File: src/rtl/uart_pkg.sv
// Shared UART definitions: receiver FSM states and default framing constants
// common to the transmitter and receiver.
package uart_pkg;

   typedef enum logic [2:0] {
      IDLE,
      START,
      DATA,
      STOP,
      ERR
   } uart_state_t;

   localparam int DEFAULT_CLOCKS_PER_PULSE = 4;
   localparam int DEFAULT_BITS_PER_WORD    = 8;
   localparam int DEFAULT_W_OUT            = 24;

endpackage

File: src/rtl/uart_rx_sync.sv
// Two-flop synchronizer for the asynchronous serial line; resets to the idle
// (high) level so a reset never looks like a start bit.
module uart_rx_sync (
   input  logic clk,
   input  logic rst,
   input  logic rx_in,
   output logic rx_out
);

   logic meta;

   always_ff @(posedge clk) begin
      if (rst) begin
         meta   <= 1'b1;
         rx_out <= 1'b1;
      end else begin
         meta   <= rx_in;
         rx_out <= meta;
      end
   end

endmodule

File: src/rtl/uart_rx.sv
// UART receiver assembling NUM_WORDS frames into one packet with a valid/ready
// output. Define UART_RX_SYNC_EN to put a 2-flop synchronizer in front of rx.
module uart_rx
   import uart_pkg::*;
#(
   parameter  int CLOCKS_PER_PULSE = DEFAULT_CLOCKS_PER_PULSE,
   parameter  int BITS_PER_WORD    = DEFAULT_BITS_PER_WORD,
   parameter  int W_OUT            = DEFAULT_W_OUT,
   localparam int NUM_WORDS        = W_OUT / BITS_PER_WORD
) (
   input  logic                                     clk,
   input  logic                                     rst,
   input  logic                                     rx,
   output logic [NUM_WORDS-1:0][BITS_PER_WORD-1:0]  m_data,
   output logic                                     m_valid,
   input  logic                                     m_ready,
   output logic                                     m_error,
   output logic                                     m_overflow
);

   localparam int CW = (CLOCKS_PER_PULSE > 1) ? $clog2(CLOCKS_PER_PULSE) : 1;
   localparam int BW = $clog2(BITS_PER_WORD + 1);
   localparam int WW = $clog2(NUM_WORDS + 1);

   localparam logic [CW-1:0] HALF_CNT  = CW'(CLOCKS_PER_PULSE / 2 - 1);
   localparam logic [CW-1:0] FULL_CNT  = CW'(CLOCKS_PER_PULSE - 1);
   localparam logic [BW-1:0] LAST_BIT  = BW'(BITS_PER_WORD - 1);
   localparam logic [WW-1:0] LAST_WORD = WW'(NUM_WORDS - 1);

   if (W_OUT % BITS_PER_WORD != 0) begin : g_bad_width
      $error("uart_rx: W_OUT must be a multiple of BITS_PER_WORD");
   end

   uart_state_t                             state, next_state;
   logic                                    rx_s;
   logic [CW-1:0]                           clk_cnt;
   logic [BW-1:0]                           bit_cnt;
   logic [WW-1:0]                           word_cnt;
   logic [BITS_PER_WORD-1:0]                shift_reg;
   logic [NUM_WORDS-1:0][BITS_PER_WORD-1:0] asm_reg;
   logic [NUM_WORDS-1:0][BITS_PER_WORD-1:0] full_packet;
   logic                                    half_tick, full_tick;
   logic                                    cnt_run, shift_en, word_done, frame_err, pkt_done;

`ifdef UART_RX_SYNC_EN
   uart_rx_sync u_sync (
      .clk    (clk),
      .rst    (rst),
      .rx_in  (rx),
      .rx_out (rx_s)
   );
`else
   assign rx_s = rx;
`endif

   assign half_tick = (clk_cnt == HALF_CNT);
   assign full_tick = (clk_cnt == FULL_CNT);

   always_ff @(posedge clk) begin
      if (rst) state <= IDLE;
      else     state <= next_state;
   end

   // START checks mid start-bit to reject glitches; DATA/STOP sample mid-bit.
   always_comb begin
      next_state = state;
      case (state)
         IDLE:    if (!rx_s) next_state = START;
         START:   if (half_tick) next_state = rx_s ? IDLE : DATA;
         DATA:    if (full_tick && bit_cnt == LAST_BIT) next_state = STOP;
         STOP:    if (full_tick) next_state = rx_s ? IDLE : ERR;
         ERR:     if (rx_s) next_state = IDLE;
         default: next_state = IDLE;
      endcase
   end

   always_comb begin
      cnt_run   = 1'b0;
      shift_en  = 1'b0;
      word_done = 1'b0;
      frame_err = 1'b0;
      case (state)
         START: cnt_run = 1'b1;
         DATA: begin
            cnt_run  = 1'b1;
            shift_en = full_tick;
         end
         STOP: begin
            cnt_run   = 1'b1;
            word_done = full_tick && rx_s;
            frame_err = full_tick && !rx_s;
         end
         default: ;
      endcase
   end

   assign pkt_done = word_done && (word_cnt == LAST_WORD);

   always_ff @(posedge clk) begin
      if (rst || !cnt_run || next_state != state || full_tick) clk_cnt <= '0;
      else                                                    clk_cnt <= clk_cnt + 1'b1;
   end

   always_ff @(posedge clk) begin
      if (rst || state != DATA) bit_cnt <= '0;
      else if (shift_en)        bit_cnt <= bit_cnt + 1'b1;
   end

   always_ff @(posedge clk) begin
      if (rst)           shift_reg <= '0;
      else if (shift_en) shift_reg <= {rx_s, shift_reg[BITS_PER_WORD-1:1]};
   end

   // A framing error throws away any words already gathered for this packet.
   always_ff @(posedge clk) begin
      if (rst || frame_err) begin
         word_cnt <= '0;
         asm_reg  <= '0;
      end else if (word_done) begin
         asm_reg[word_cnt] <= shift_reg;
         word_cnt          <= pkt_done ? '0 : word_cnt + 1'b1;
      end
   end

   always_comb begin
      full_packet           = asm_reg;
      full_packet[word_cnt] = shift_reg;
   end

   always_ff @(posedge clk) begin
      if (rst) begin
         m_data     <= '0;
         m_valid    <= 1'b0;
         m_error    <= 1'b0;
         m_overflow <= 1'b0;
      end else begin
         m_error    <= frame_err;
         m_overflow <= 1'b0;
         if (pkt_done && (!m_valid || m_ready)) begin
            m_data  <= full_packet;
            m_valid <= 1'b1;
         end else if (pkt_done) begin
            m_overflow <= 1'b1;
         end else if (m_ready) begin
            m_valid <= 1'b0;
         end
      end
   end

endmodule

File: config.mk
export PLATFORM = sky130hd
export DESIGN_NAME = uart_rx
export DESIGN_NICKNAME = d
export VERILOG_FILES = /design/src/rtl/uart_pkg.sv /design/src/rtl/uart_rx_sync.sv /design/src/rtl/uart_rx.sv
export SDC_FILE = /design/constraint.sdc
export NUM_CORES = 1
export LEC_CHECK = 0
export BUFFER_PORTS_ARGS = -buffer_cell sky130_fd_sc_hd__buf_2
export CAP_MARGIN = 25
export CORE_ASPECT_RATIO = 1.1
export CORE_MARGIN = 4
export CORE_UTILIZATION = 24
export DETAILED_ROUTE_END_ITERATION = 8
export SLEW_MARGIN = 20
export SYNTH_ARGS = -nofsm -noshare
export SYNTH_HDL_FRONTEND = slang
export SYNTH_HIERARCHICAL = 1
export SYNTH_SLANG_ARGS = --single-unit
File: constraint.sdc
create_clock -name clk -period 2.07 [get_ports clk]
set_input_delay 0.414 -clock clk [delete_from_list [all_inputs] [get_ports clk]]
set_output_delay 0.414 -clock clk [all_outputs]
set_load 0.1 [all_outputs]
# [Word-level counts from Yosys, hierarchy flattened]
# Cells that the tools add are included.
[word_totals] ff_bits=70 inputBits=4 out_inout_bits=27 wordCells=70
[classes] n_addsub=3 magnitude_cmp=2 n_eq_ne=11 n_mux=20 reduce_logical=20
[ops] operator="24-bit bitwise mux" count=1
[ops] operator="3-bit two-way mux" count=6
[ops] operator="8-bit demux with 2-bit select" count=1
[ops] operator="3-bit one-hot mux with 5 select lines" count=1
[ops] operator="1-bit two-way mux" count=8
[ops] operator="8-bit two-way mux" count=1
[ops] operator="3-bit by 2-bit == test with 1-bit output, second input constant" count=2
[ops] operator="1-bit logical AND" count=6
[ops] operator="1-bit logical OR" count=6
[ops] operator="2-bit by 1-bit adder with 2-bit output, second input constant" count=2
[ops] operator="4-bit by 1-bit adder with 4-bit output, second input constant" count=1
[ops] operator="2-bit == test, second input constant" count=2
[ops] operator="4-bit by 3-bit == test with 1-bit output, second input constant" count=1
[ops] operator="2-bit two-way mux" count=2
[ops] operator="3-bit by 1-bit == test with 1-bit output, second input constant" count=1
[ops] operator="3-bit == test, second input constant" count=1
[ops] operator="1-bit zero test" count=3
[ops] operator="3-bit zero test" count=1
[ops] operator="2-bit by 3-bit < comparator with 1-bit output, second input constant" count=1
[ops] operator="3-bit by 2-bit != test with 1-bit output, second input constant" count=1
[ops] operator="3-bit != test" count=1
[ops] operator="3-bit OR reduction" count=1
[ops] operator="2-bit by 1-bit == test with 1-bit output, second input constant" count=1
[ops] operator="2-bit by 1-bit greater-or-equal comparator with 1-bit output, second input constant" count=1
[ops] operator="other kinds (4)" count=4

# [Depth between registers and ports, before layout]
[logic_depth] depth_word=7 mapped_depth=8 depth_no_buf=5

# [Worst setup path before layout]
# No wires, ideal clock.
[synth_timing] kind="register to register" from="register m_valid" to="register m_data[4] (netlist bit)" setup_time_ns=0.089 t_arrival_ns=1.829 slack_ns=0.153 stages_incl_launch_ff=7 n_path_buf=3 synth_period_minus_slack_ns=1.917 cell_sequence="dfxtp_1 -> nand2b_1 -> buf_2 -> and4_4 -> buf_6 -> buf_6 -> a311oi_2"
[synth_via] elab_chain_len=3
[synth_rtl] item="from (decl)" line="uart_rx.sv:15" text="output logic m_valid,"
[synth_rtl] item="from (signal assigned)" line="uart_rx.sv:133" text="m_valid <= 1'b0;"
[synth_rtl] item="from (signal assigned)" line="uart_rx.sv:141" text="m_valid <= 1'b1;"
[synth_rtl] item="from (signal assigned)" line="uart_rx.sv:145" text="m_valid <= 1'b0;"
[synth_rtl] item="1-bit zero test" line="uart_rx.sv:139" text="if (pkt_done && (!m_valid || m_ready)) begin"
[synth_rtl] item="1-bit logical OR" line="uart_rx.sv:139"
[synth_rtl] item="1-bit logical AND" line="uart_rx.sv:139"
[synth_rtl] item="to (signal assigned)" line="uart_rx.sv:140" text="m_data <= full_packet;"
[synth_rtl] item="to (decl)" line="uart_rx.sv:14" text="output logic [NUM_WORDS-1:0][BITS_PER_WORD-1:0] m_data,"
# No other way between the ends.
# A chain may end at the register's enable or synchronous reset.

# [Worst setup path in the final report]
[layout_timing] from="register clk_cnt[0]" to="register m_data[2] (netlist bit)"
[layout_via] elab_chain_len=5
[layout_rtl] item="from (decl)" line="uart_rx.sv:36" text="logic [CW-1:0] clk_cnt;"
[layout_rtl] item="from (signal assigned)" line="uart_rx.sv:101" text="else clk_cnt <= clk_cnt + 1'b1;"
[layout_rtl] item="2-bit == test" line="uart_rx.sv:57" text="assign full_tick = (clk_cnt == FULL_CNT);"
[layout_rtl] item="1-bit logical AND" line="uart_rx.sv:90" text="word_done = full_tick && rx_s;"
[layout_rtl] item="1-bit two-way mux" line="uart_rx.sv:82" text="case (state)"
[layout_rtl] item="1-bit logical AND" line="uart_rx.sv:97" text="assign pkt_done = word_done && (word_cnt == LAST_WORD);"
[layout_rtl] item="1-bit logical AND" line="uart_rx.sv:139"
# No other way between the ends.

==> results.cfg <==
[clock_network]
cts_tree = done
cts_hold_buf = 0
cts_sinks = 62
clockRootBuffer = clkbuf_16
max-clock-path-buffers = 2
cts_setup_buffers = 0
cts_repair_resize_count = 0
clk_transition_reported_paths_ps = 50
clkLatencyLatePin_ps = 330
cts_max_level = 3
cts_inserted_buffers = 9

[global_routing]
antenna_found_initial = 0
grt_max_degree = 41
grt_pass1_vias = 2485
overflow = 0
grt_pass1_wl_um = 12170
grt_usage_pct = 10.95

[timing]
totalNegativeSetupSlack_ps = 0
min_period_ps = 1753
timing.final.hold_violations = 0
rsz0062_at_grt = false
maxSlewHeadroom_pct = 55.88
finalClockSkew_ps = 4.878
tightest_slew_ps = 660.5
timing.final.crit_share_pct = 84.67
setup_viol = 0
fmaxAchievable_mhz = 570.5
timing.final.max_slew_violations = 0

[yosys]
synthesized_area_fraction_occupied_by_ao_oa_aoi_and_oai_cells_pct = 26.96
ys_seq_elements = 62
netlist-cell-type-count = 43
synth-main-ff-cell = dfxtp_1
synth-seq-area-share_pct = 42.80
area_of_the_mapped_netlist_um2 = 2900
yosys.area.top_type_share_pct = 42.80
synth_top_family_by_area = compound AO/OA/AOI/OAI gates
synthXorXnorAreaFrac_pct = 0.3020
yosys-top-cells-area = dfxtp_1, a21oi_1, a41oi_1, o21ai_0, nand2_1
postSynthCellCount = 327
synth_simple_gate_area_share_pct = 16.57
async_flop_share_pct = 0
synth_fp_nets = 334
synth_adder_area_share_pct = 1.294
synth.mux.area_fraction_pct = 3.106
yosysWarnings = 6
post_synth.cell_area_avg_um2 = 8.869
synth_enable_flop_cells = 0
yosys.area.top_type = dfxtp_1

[critical_path]
max_stage_delay_ps = 380
cell_type_group_with_the_largest_total_delay_on_the_critical_path = compound AO/OA/AOI/OAI gates
worstSetupPathType = register to register
critical_path.n_buffers_inverters = 1
cp_num_cells = 5
cpMaxStageDelayCell = dfxtp_1
crit_required_ps = 2300
reg2reg_depth = 5
timing.critical_path.to_type = register
crit_fanout = 28
worst-endpoint-arrival_ps = 1980
critical_path_cell_by_cell = ha_1, and4b_1, buf_4, a41oi_1, a311oi_1
startpoint_types = register

[placement]
routabilityCongestion = 0.7610
placement.io_buffers = 30
hpwl_um = 4844
place_inst = 468

[drt]
drt.antenna.violating_nets = 0
drt-total-wl_um = 7258
detail_route.first_pass.iterations = 4
drt_iter0_drc = 154
drc = 0
routed_wire_length_per_instance_um = 15.00
via_per_instance_ratio = 5.103
vias = 2470

[die]
chipHeight_um = 123.3
initial_core_util_pct = 24.91
die_width_um = 112.8
die_area_um2 = 13910
i_o_pin_count = 31
floorplan.rows = 41
core_region_area_um2 = 11640

[cells_and_area]
drive_above_1_share_pct = 20.96
area.growth.synth_to_final_pct = 16.05
final_common_cell = dfxtp_1
final_util_pct = 28.90
layout_filler_cell_count = 1224
post_layout_nonfiller_instances = 484
antenna-diode-count = 0
nets = 336
flip_flop_count_of_the_largest_register_all_copies_and_words_added = 24
final_cell_mix = dfxtp_1, a21oi_1, buf_2, o21ai_0, nand2_1

[power_and_ir_drop]
power.density_nw_per_um2 = 820.7
irDropWorstVdd_v = 0.0004011
leakagePower_nw = 1.155

[run]
drv.max_cap_violation_count = 0

[worst_hold_path]
hold_path_class = primary input to register
worstHoldPathCells = 2

[outcome]
status = complete, no violations
-- kinds of logic (layout without fill, tap and decap cells) --
| kind of cell | count (synthesis) | count (layout) |
|---|---|---|
| simple gates | 86 | 86 |
| buf+inv | 53 | 60 |
| mux | 9 | 9 |
| compound gates | 113 | 113 |
| xor+xnor | 1 | 1 |
| fa+ha+maj | 3 | 3 |
| flops | 62 | 62 |
-- synth_stat cells (4+ instances only) --
cell type,number
nand4_1,8
a311oi_1,6
a41oi_1,16
buf_2,15
dfxtp_1,62
a211oi_2,8
a21oi_1,38
o21ai_0,28
nand3_1,17
nor2_1,4
nor3_1,4
mux2i_1,9
clkbuf_1,25
buf_6,4
o31ai_1,9
nand2_1,28
-- per-stage QoR --
stage | power [mW] | setup WS [ps] | area [um^2] | hold WS [ps]
finish | 2.762 | 317.3 | 3366 | 402.0
global route | 2.851 | 115.6 | 3366 | 412.1
CTS | 2.788 | 326.1 | 3366 | 394.0
detailed placement | 1.293 | 346.0 | 3072 | 456.9
global placement | 1.291 | 376.4 | 3072 | 452.7
floorplan | 1.278 | 152.7 | 2900 | 446.3
-- power breakdown --
group / switching [mW] / internal (mW)
Sequential: 0.00623 / 1.20
Clock: 0.529 / 0.965
Combinational: 0.0450 / 0.0187
-- area by class of cell --
| type | instances | area (um^2) | area share [%] |
|---|---|---|---|
| clock buffers | 13 | 250.2 | 7.435 |
| well taps | 150 | 187.7 | 5.576 |
| flip-flops and latches | 62 | 1241 | 36.88 |
| repair buffers | 41 | 232.7 | 6.914 |
| clock inverters | 3 | 43.79 | 1.301 |
| multi-input cells | 212 | 1399 | 41.56 |
| inverters | 3 | 11.26 | 0.3346 |
-- layer usage --
| metal | share of wire (%) | global-route usage, % | wire [um] |
|---|---|---|---|
| met1 | 43 | 12.87 | 3086 |
| met2 | 49 | 17.63 | 3585 |
| met3 | 5.2 | 3.035 | 380 |
| met4 | 2.8 | 6.987 | 205 |
| met5 | 0 | 0 | 0 |
-- worst register-to-register path: stages (launching register included) --
cell and delay (ps):
dfxtp_1 380, ha_1 230, and4b_1 300, buf_4 320
a41oi_1 160, a311oi_1 270
-- worst paths after layout --
path | slack [ps] | startpoint | end
min reg2reg | 470 | m_data[21]$_SDFFE_PP0P_ | m_data[21]$_SDFFE_PP0P_
max reg2reg | 320 | clk_cnt[0]$_SDFF_PP0_ | m_data[2]$_SDFFE_PP0P_
min | 400 | rx | state[2]$_SDFF_PP0_
max | 320 | clk_cnt[0]$_SDFF_PP0_ | m_data[2]$_SDFFE_PP0P_
(Power assumes the default switching activity.)
